**src/rtl/clk_gate_ctrl_pkg.sv**
```systemverilog
// clk_gate_ctrl_pkg: shared types and defaults for the clock-enable controller.
//   state_t          - controller state encoding (OFF, WAKE, ON, DRAIN)
//   IDLE_CYCLES_DEF  - default idle cycles spent in DRAIN before the clock stops
//   WAKE_CYCLES_DEF  - default cycles EN is high before ACK asserts
//   WAKE_COUNT_W     - width of the optional wake statistics counter
package clk_gate_ctrl_pkg;

  typedef enum logic [1:0] {
    OFF   = 2'd0,
    WAKE  = 2'd1,
    ON    = 2'd2,
    DRAIN = 2'd3
  } state_t;

  localparam int IDLE_CYCLES_DEF = 16;
  localparam int WAKE_CYCLES_DEF = 2;
  localparam int WAKE_COUNT_W    = 16;

endpackage

```
**src/rtl/clk_gate_ctrl_sat_counter.sv**
```systemverilog
// clk_gate_ctrl_sat_counter: W-bit up-counter that sticks at all-ones.
//   clk    - counting clock
//   rst_n  - asynchronous active-low reset, clears the count
//   inc    - increment request, sampled on the rising edge
//   count  - current count (registered)
module clk_gate_ctrl_sat_counter #(
  parameter int W = 16
) (
  input  logic         clk,
  input  logic         rst_n,
  input  logic         inc,
  output logic [W-1:0] count
);

  logic [W-1:0] count_q;
  logic [W-1:0] count_d;

  always_comb begin
    count_d = count_q;
    if (inc && (count_q != '1)) begin
      count_d = count_q + W'(1);
    end
  end

  always_ff @(posedge clk or negedge rst_n) begin
    if (!rst_n) begin
      count_q <= '0;
    end else begin
      count_q <= count_d;
    end
  end

  assign count = count_q;

endmodule

```
**src/rtl/clk_gate_ctrl.sv**
```systemverilog
// clk_gate_ctrl: drives the EN pin of a downstream clock gate cell. The clock
// is turned on for requests or domain activity, reported stable via ACK after
// WAKE_CYCLES, and shut off after IDLE_CYCLES consecutive idle cycles.
// All outputs decode from the state register, so EN is glitch-free.
//   CLK        - free-running (ungated) source clock
//   RST_N      - asynchronous active-low reset
//   REQ        - explicit request for the gated clock
//   BUSY       - activity indication from the gated domain
//   FORCE_ON   - test/debug override holding the clock on
//   EN         - clock gate enable
//   ACK        - gated clock running and stable (level)
//   GATED      - clock currently off
//   WAKE_COUNT - saturating OFF->WAKE count; only with CLK_GATE_CTRL_STATS_EN
module clk_gate_ctrl
  import clk_gate_ctrl_pkg::*;
#(
  parameter int IDLE_CYCLES = IDLE_CYCLES_DEF,
  parameter int WAKE_CYCLES = WAKE_CYCLES_DEF
) (
  input  logic CLK,
  input  logic RST_N,
  input  logic REQ,
  input  logic BUSY,
  input  logic FORCE_ON,
  output logic EN,
  output logic ACK,
  output logic GATED
`ifdef CLK_GATE_CTRL_STATS_EN
  ,
  output logic [WAKE_COUNT_W-1:0] WAKE_COUNT
`endif
);

  localparam int CNT_MAX = (IDLE_CYCLES > WAKE_CYCLES) ? IDLE_CYCLES : WAKE_CYCLES;
  localparam int CNT_W   = $clog2(CNT_MAX + 1);
  localparam logic [CNT_W-1:0] IDLE_LOAD = CNT_W'(IDLE_CYCLES - 1);
  localparam logic [CNT_W-1:0] WAKE_LOAD = CNT_W'(WAKE_CYCLES - 1);

  if (IDLE_CYCLES < 1) begin : g_bad_idle
    $error("clk_gate_ctrl: IDLE_CYCLES must be >= 1");
  end
  if (WAKE_CYCLES < 1) begin : g_bad_wake
    $error("clk_gate_ctrl: WAKE_CYCLES must be >= 1");
  end

  state_t           state_q, state_d;
  logic [CNT_W-1:0] cnt_q, cnt_d;
  logic             act;

  assign act = REQ | BUSY | FORCE_ON;

  always_comb begin
    state_d = state_q;
    cnt_d   = cnt_q;
    unique case (state_q)
      OFF: begin
        if (act) begin
          state_d = WAKE;
          cnt_d   = WAKE_LOAD;
        end
      end
      WAKE: begin
        // act is deliberately ignored: a started wake always completes.
        if (cnt_q == '0) begin
          state_d = ON;
        end else begin
          cnt_d = cnt_q - CNT_W'(1);
        end
      end
      ON: begin
        if (!act) begin
          state_d = DRAIN;
          cnt_d   = IDLE_LOAD;
        end
      end
      DRAIN: begin
        // The clock never stopped, so returning activity skips WAKE; it also
        // wins over an expiring idle count.
        if (act) begin
          state_d = ON;
        end else if (cnt_q == '0) begin
          state_d = OFF;
        end else begin
          cnt_d = cnt_q - CNT_W'(1);
        end
      end
      default: begin
        state_d = OFF;
        cnt_d   = '0;
      end
    endcase
  end

  always_ff @(posedge CLK or negedge RST_N) begin
    if (!RST_N) begin
      state_q <= OFF;
      cnt_q   <= '0;
    end else begin
      state_q <= state_d;
      cnt_q   <= cnt_d;
    end
  end

  assign EN    = (state_q != OFF);
  assign ACK   = (state_q == ON);
  assign GATED = (state_q == OFF);

`ifdef CLK_GATE_CTRL_STATS_EN
  logic wake_inc;

  assign wake_inc = (state_q == OFF) && act;

  clk_gate_ctrl_sat_counter #(
    .W(WAKE_COUNT_W)
  ) u_wake_cnt (
    .clk   (CLK),
    .rst_n (RST_N),
    .inc   (wake_inc),
    .count (WAKE_COUNT)
  );
`endif

endmodule

```
**config.mk**
```make
export PLATFORM = sky130hd
export DESIGN_NAME = clk_gate_ctrl
export DESIGN_NICKNAME = d
export VERILOG_FILES = /design/src/rtl/clk_gate_ctrl_pkg.sv /design/src/rtl/clk_gate_ctrl_sat_counter.sv /design/src/rtl/clk_gate_ctrl.sv
export SDC_FILE = /design/constraint.sdc
export NUM_CORES = 1
export LEC_CHECK = 0
export BUFFER_PORTS_ARGS = -buffer_cell sky130_fd_sc_hd__buf_2
export CORE_AREA = 3 3 40 42
export DETAILED_ROUTE_END_ITERATION = 10
export DIE_AREA = 0 0 43 45
export PLACE_DENSITY = 0.67
export SLEW_MARGIN = 20
export SYNTH_ARGS = -nofsm -noshare
export SYNTH_HDL_FRONTEND = slang
export SYNTH_SLANG_ARGS = --single-unit
export TNS_END_PERCENT = 5
```
**constraint.sdc**
```tcl
create_clock -name CLK -period 1.8 [get_ports CLK]
set_clock_uncertainty 0.2 [all_clocks]
set_input_delay 0.09 -clock CLK [delete_from_list [all_inputs] [get_ports CLK]]
set_output_delay 0.09 -clock CLK [all_outputs]
set_load 0.03 [all_outputs]
```
==> metrics.cfg <==
[floorplanning]
dieHeight_um = 45
num_rows = 13
die_area_um2 = 1940
io_pins = 8
start_util = 0.363
core_area_um2 = 1280
die_x_um = 43

[worst_setup_path]
endpoint_kind = flip-flop
cp.depth = 6
setup.worst_path.end = cnt_q[3]
reg2reg_depth = 6
rrSetupSlack_ns = -0.04
max_stage_delay_ns = 0.47
arrival_ns = 1.78
path_class = reg -> reg
critPathBufInv = 1
cp-startpoint = cnt_q[1]
crit_path_start_kind = flip-flop
cpMaxStageDelayCell = or4b_4
cpLargestDelayFamily = simple AND/OR/NAND/NOR gates
cp_max_fo = 2
crit_required_ns = 1.75
reg2reg_to = cnt_q[3]
path_cells = inv_1, ha_2, or4b_4, nand3b_1, a211oi_1, a221o_1
rr_startpoint = cnt_q[1]

[timing]
maxClockFrequency_mhz = 545
rsz0062_at_grt = yes
finalCritPeriodShare = 1.02
slew_headroom = 0.758
finalHoldViolations = 0
tightest_slew_ns = 0.363
fin_ws_ns = -0.0360
hold_slack_ns = 0.374
finalSetupViolCount = 1
slew_viol_final = 0
fin_crit_ns = 1.84

[detailed_routing]
initialDrtViolationCount = 13
vias = 497
drt_pass1_iterations = 4
drtAntennaViolNets = 0
wl_per_cell_um = 13.5
routed_wl_um = 1210
viasPerCell = 5.52
route.detailed.drc = 0

[placed_design]
place_hpwl_um = 793
pre_cts_ws_ns = -0.0339
gp_congestion = 0.742
dpl_cell_area_um2 = 557
dp_cells = 79
io_buffers = 7

[logic_synthesis]
syn_nets = 60
synth_top_cell_area_share = 0.375
yosys_warnings = 0
synth_cell_type_count = 27
netlist_instances = 54
synth.avg_cell_area_um2 = 8.64
netlist_area_um2 = 467
synth-seq-area-share = 0.375
synth_area_leaders = dfrtp_1, a21oi_1, o21ai_0
synth_top_cell_by_area = dfrtp_1
yosysMostFrequentCell = dfrtp_1
async_reset_ff_frac = 1.00
yosys-top-cells-count = dfrtp_1, a21oi_1, inv_1, nor2_1, o21ai_0
ys_dominant_reg_cell = dfrtp_1
synth-edff-count = 0
yosys_register_bits = 7

[global_routing]
grt-ovfl-total = 0
grt_pass1_wl_um = 2010
antenna_found_initial = 0
grt_max_degree = 13
grt_pass1_vias = 475
grt_util_all_layers = 0.145

[min_path]
hold_path.class = reg -> reg

[clocking]
cts_tree = built
htreeDepth = 1
cts_inserted_buffers = 3
postCtsSetupBuffers = 0
clockRootBuffer = clkbuf_4
clock_sink_count = 7
insertion_delay_ns = 0.26
clk_pin_slew_ns = 0.06
cts.path.max_buffers = 2

[run]
cap_violations = 0

[power]
ir_drop_mv = 0.393
p_per_area_nw_per_um2 = 689
power_leakage_uw = 0.000293

[status]
outcome = finished with violations
violations = negative setup slack

[finish]
instances_no_fill = 90
final_nets = 82
areaGrowthSynthToFinish_pct = 42.1
drive_gt1_frac = 0.293
fin_area_um2 = 663
final_util = 0.516
diodes = 0

[state kept, by name, indices dropped and copies added, names as in the netlist]
register  flops
cnt_q         5
state_q       2
[metal layers]
metal / GRT usage / wire, um / vias up
met2: 0.225 / 606 / 22
li1: - / - / 242
met1: 0.174 / 498 / 231
met3: 0.0717 / 94 / 2
met5: 0 / 0 / -
met4: 0.0542 / 14 / 0
[report_power, final]
part | internal (uW) | switching (uW) | total [uW]
Clock | 85.1 | 66.5 | 152
Sequential | 173 | 17.7 | 191
Combinational | 63.4 | 50.7 | 114
Total | 322 | 135 | 457
[area by class of cell]
type                            count  area, um2
Clock buffer                        4       26.3
Multi-Input combinational cell     40        278
Fill cell                         125        622
Sequential cell                     7        175
Tap cell                           15       18.8
Inverter                            4       15.0
Timing Repair Buffer               20        150
[worst min path at each step]
stage          slack (ns)  endpoint     start  cells after the start
2_1_floorplan       -0.41  cnt_q[0]     RST_N                      0
3_3_place_gp        -0.26  cnt_q[2]     RST_N                      1
3_5_place_dp        -0.26  cnt_q[3]     RST_N                      1
4_1_cts              0.37  cnt_q[4]  cnt_q[4]                      1
5_1_grt              0.40  cnt_q[4]  cnt_q[4]                      1
6_report             0.37  cnt_q[4]  cnt_q[4]                      1
[cells by family (layout without fill, tap and decap cells)]
logic type | after synthesis | after routing | synth area share
compound gates | 20 | 20 | 0.284
fa+ha+maj | 1 | 1 | 0.0268
buf+inv | 7 | 28 | 0.0563
flops | 7 | 7 | 0.375
mux | 1 | 1 | 0.0214
simple gates | 18 | 18 | 0.236
[per-stage QoR]
stage,power (uW),TNS [ns]
detailed placement,292,-0.0339
global route,487,-0.137
global placement,288,0
finish,457,-0.0360
CTS,458,-0.0450
floorplan,250,-0.0196
[cell usage in the layout, fill, tap and decap left out, types with 2 or more instances in the layout]
master         netlist  final
o21ai_0              4      3
or3_1                2      2
dlygate4sd3_1        0      7
dfrtp_1              7      7
buf_2                0      7
buf_4                0      6
a21boi_0             2      2
nor2_1               4      4
nand2b_1             2      2
a31oi_1              2      2
inv_1                4      3
a21o_1               2      2
clkbuf_4             0      3
a21oi_1              4      4
nor2b_1              2      2
[what timing repair did]
| action | CTS | global route |
|---|---|---|
| resized for setup | 0 | 4 |
| endpoints found under the setup margin | 2 | 4 |
| hold buffers | 7 | 0 |
| endpoints found under the hold margin | 8 | 0 |
| pin swaps | 2 | 1 |
(Power assumes the default switching activity.)
